### config.mk
export PLATFORM = sky130hd
export DESIGN_NAME = frac_lut
export DESIGN_NICKNAME = d
export VERILOG_FILES = /design/src/rtl/frac_lut.sv
export SDC_FILE = /design/constraint.sdc
export NUM_CORES = 1
export LEC_CHECK = 0
export CORE_MARGIN = 3
export CORE_UTILIZATION = 40
export DETAILED_ROUTE_END_ITERATION = 8
export GPL_TIMING_DRIVEN = 0
export SLEW_MARGIN = 5
export SYNTH_ARGS = -nofsm -noshare
export SYNTH_HDL_FRONTEND = slang
export SYNTH_SLANG_ARGS = --single-unit
### constraint.sdc
create_clock -name clk -period 6.25 [get_ports clk]
set_clock_uncertainty 0.15 [all_clocks]
set_input_delay 1.5625 -clock clk [delete_from_list [all_inputs] [get_ports clk]]
set_output_delay 1.5625 -clock clk [all_outputs]
set_load 0.01 [all_outputs]
### src/rtl/frac_lut.sv
// Fracturable K-input LUT: one K-input table or two (K-1)-input tables sharing the low
// address bits, configured through a daisy-chainable word shift chain with a mode word.
module frac_lut #(
   parameter int INPUTS       = 4,
   parameter int MEM_SIZE     = 2 ** INPUTS,
   parameter int CONFIG_WIDTH = 8
) (
   input  logic                    clk,
   input  logic                    rst_n,
   input  logic [INPUTS-1:0]       addr,
   output logic                    out0,
   output logic                    out1,
   input  logic                    config_en,
   input  logic [CONFIG_WIDTH-1:0] config_in,
   output logic [CONFIG_WIDTH-1:0] config_out,
   output logic                    config_done
);

   localparam int NUM_WORDS = MEM_SIZE / CONFIG_WIDTH + 1;
   localparam int CNT_W     = $clog2(NUM_WORDS + 1);
   localparam logic [CNT_W-1:0] FULL = CNT_W'(NUM_WORDS);

   logic [CONFIG_WIDTH-1:0] r_words [NUM_WORDS];
   logic [CNT_W-1:0]        r_count;
   logic                    r_q0;
   logic                    r_q1;

   logic [MEM_SIZE-1:0]     w_mem;
   logic [INPUTS-2:0]       w_low;
   logic                    w_frac_en;
   logic                    w_reg0;
   logic                    w_reg1;
   logic                    w_done;
   logic                    w_active;
   logic                    w_c0;
   logic                    w_c1;

   // NOTE: the chain storage is reset like any other register, because config_out must read 0
   // straight after reset rather than whatever the flops powered up with.
   always_ff @(posedge clk or negedge rst_n) begin
      if (!rst_n) begin
         for (int i = 0; i < NUM_WORDS; i++) r_words[i] <= '0;
      end else if (config_en) begin
         r_words[0] <= config_in;
         for (int i = 1; i < NUM_WORDS; i++) r_words[i] <= r_words[i-1];
      end
   end

   // Counter saturates so extra words pass straight through to downstream LUTs.
   always_ff @(posedge clk or negedge rst_n) begin
      if (!rst_n) begin
         r_count <= '0;
      end else if (config_en && (r_count != FULL)) begin
         r_count <= r_count + CNT_W'(1);
      end
   end

   // NOTE: every always_comb output gets a default first so no path leaves it unassigned
   // and no latch is inferred.
   always_comb begin
      w_mem = '0;
      for (int j = 0; j < NUM_WORDS - 1; j++) w_mem[j*CONFIG_WIDTH +: CONFIG_WIDTH] = r_words[j];
   end

   assign w_frac_en = r_words[NUM_WORDS-1][0];
   assign w_reg0    = r_words[NUM_WORDS-1][1];
   assign w_reg1    = r_words[NUM_WORDS-1][2];
   assign w_low     = addr[INPUTS-2:0];
   assign w_done    = (r_count == FULL);
   assign w_active  = w_done & ~config_en;

   always_comb begin
      w_c0 = w_mem[addr];
      w_c1 = 1'b0;
      if (w_frac_en) begin
         w_c0 = w_mem[{1'b0, w_low}];
         w_c1 = w_mem[{1'b1, w_low}];
      end
   end

   // NOTE: sequential state uses non-blocking assignments so every flop samples pre-edge values.
   always_ff @(posedge clk or negedge rst_n) begin
      if (!rst_n) begin
         r_q0 <= 1'b0;
         r_q1 <= 1'b0;
      end else if (w_active) begin
         r_q0 <= w_c0;
         r_q1 <= w_c1;
      end
   end

   assign out0        = w_active & (w_reg0 ? r_q0 : w_c0);
   assign out1        = w_active & (w_reg1 ? r_q1 : w_c1);
   assign config_out  = r_words[NUM_WORDS-1];
   assign config_done = w_done;

endmodule

==> run metrics <==
syn_nets 107; top fanout value on the critical path 4; Slew Limit Fails 0; DRC 0; Hold Path Origin r_q0; fillers 284; Metal-1 WL 1000 um; ys async rst share 100%; Max Freq 184 MHz; Sink Count 28; Max-Cap Viols 0; Worst EP arrival 3.71 ns; CP Data Required Time 4.54 ns; Fin Setup TNS 0 ns; RSZ-0062 raised after global routing no; Routed met2 length between 900 and 1000 um; drt pass-1 iters 3; worst hold path type flop to flop; most frequent cells after synthesis 28 x dfrtp_1, 26 x mux2_2, 8 x buf_4, 5 x nand2_1; DR top layer met3; Routed WL per cell between 10 and 15 um; layout overhead on the synthesized area 26.4%; Clk Latency, worst-skew pair 0.32 ns; total number of vias 770; Clock Tree Root clkbuf_4; GR Util All Layers a little over a tenth; Critical Path End Type output port; endpoints failing setup 0; P_leak between 0.0006 and 0.0007 uW; vias in the first global route 759; n_diodes 0; Hold Vio Cnt, Final 0; H-tree depth 1; Die W ~63 um; CP Class input pin to output port; average vias per placed instance 4.72; Final Cycle Share between 80% and 90%; post-synth top area share between 50% and 60%; Power, Total 497 uW; First DRT Iteration DRCs 25; Rel. slew slack approximately 60%; final wirelength roughly 2100 um; cells along the critical path clkdlybuf4s50_1, mux4_1, mux2_2, o22ai_1, nor2_1, clkdlybuf4s50_1; slowest CP cell mux4_1; CP bufs+invs 2; crit path launch type input pin; Syn Area/Cell 14.3 um2; Max clock buf depth 2; I/O Buffers 24; Max VDD drop 0.114 mV; total grt overflow 0; # nets final ~140; power per cell area 303 nW/um2; reg-to-reg slack, setup 4.55 ns; largest area contributor in the netlist dfrtp_1; Reg clk slew, reported paths around 0.15 ns; R2R depth 4; Synth Warn # 0; share of cells above drive strength 1 33.6%; DIE HEIGHT 63.0 um; R2R Path End r_q0; Initial Util 42.2%; Area contributors post-synth dfrtp_1 54%, mux2_2 23%, mux4_1 8.1%; gpl congestion 0.746; wire length on met3 119 um; Worst-Margin Slew 0.611 ns; CTS buffer count 3; hold_buf cts 0; crit-path max cell delay 0.58 ns; die area 3970 um2; Mapped Cells 91; Seq/Total Area, Yosys 53.9%; FF-to-FF Start r_words[11]; Mapped Area 1300 um2; Yosys reg bits 28; largest net degree at the start of global routing 29; Ports 26; outcome finished clean; detailed placer's ending HPWL around 1600 um; hold endpoint r_q0; post-layout min period ~5.4 ns; Hold Path Depth 2; core box area 3080 um2; Crit path max-delay family buffers and inverters; setup bufs post-CTS 0; initial antenna violation count 0; antenna viol nets, final 0; row count 20; Primary FF master, synth dfrtp_1; first-pass GRT wire length 3420 um; Worst path most repeated cell clkdlybuf4s50_1; post-synthesis cell type count 18; top-count cell post-synth dfrtp_1; Post-synth EDFFs 0; CTS tree yes; Resized Gates After CTS 0
through the flow:
| step | utilization [%] | worst slack, ns | std cells | area (um2) | hold WS, ns |
|---|---|---|---|---|---|
| final | 53.3 | 0.826 | 163 | 1640 | 0.345 |
| after global routing | 53.3 | 0.738 | 163 | 1640 | 0.376 |
| after CTS | 53.5 | 0.812 | 163 | 1650 | 0.347 |
| after detailed placement | 51.8 | 0.821 | 159 | 1590 | 0.314 |
| after global placement | 51.8 | 0.792 | 159 | 1590 | 0.312 |
| after floorplan | - | 1.95 | 91 | 1300 | 0.295 |
state kept, by name, summed over array words and instances, names as in the netlist:
signal / count
r_words: 16
config_out: 8
r_count: 2
r_q0: 1
r_q1: 1
tightest hold or removal path, cell delays in order, from the launching register on:
cell and delay [ns]:
dfrtp_1 0.37, nand2_1 0.05, o21ai_0 0.06
power breakdown:
group,internal (uW),switching [uW],leakage [uW],total (uW)
Clock,64.8,53.4,0.0000279,118
Sequential,217,21.8,0.000331,239
Combinational,90.3,49.8,0.000339,140
Total,372,125,0.000698,497
layout make-up:
type	instances	area, um2	area share, %
buffer	11	72.6	4.42
clock buffer	3	22.5	1.37
clock inverter	1	30.0	1.83
inverter	1	3.75	0.229
multi-input combinational	51	522	31.8
sequential	28	701	42.7
tap	44	55.1	3.35
timing repair buffer	24	235	14.3
kinds of logic after synthesis:
logic type | count (synthesis) | synth area share, %
multiplexers | 31 | 31.4
flip-flops | 28 | 53.9
buffers and inverters | 12 | 5.88
AND/OR/NAND/NOR | 12 | 4.53
AO/OA/AOI/OAI | 6 | 2.60
XOR/XNOR | 1 | 0.674
adder cells (fa/ha/maj) | 1 | 0.963
cells in the final DEF, fill, tap and decap left out, drive strengths merged:
cell type / count
dfrtp: 28
mux2: 26
clkdlybuf4s50: 23
buf: 12
nand2: 5
mux4: 4
nand2b: 4
o21ai: 4
clkbuf: 3
inv: 1
o22ai: 1
nor2b: 1
nor2: 1
nand3: 1
o31ai: 1
xnor2: 1
mux2i: 1
ha: 1
bufinv: 1
per-layer routing:
layer | track usage [%] | up-vias
met3 | 2.34 | 0
met4 | 2.48 | 0
met2 | 16.6 | 18
met1 | 15.0 | 378
met5 | 0 | -
li1 | - | 374
worst max path at each step:
| stage | to | cells past startpoint | from | slack, ns |
|---|---|---|---|---|
| 6_report | out0 | 6 | addr[0] | 0.83 |
| 5_1_grt | out0 | 6 | addr[0] | 0.74 |
| 4_1_cts | out0 | 6 | addr[0] | 0.81 |
| 3_5_place_dp | out0 | 6 | addr[0] | 0.82 |
| 3_3_place_gp | out0 | 6 | addr[0] | 0.79 |
| 2_1_floorplan | out0 | 4 | addr[0] | 1.95 |
Note: power is estimated with default switching activity, not from simulation.
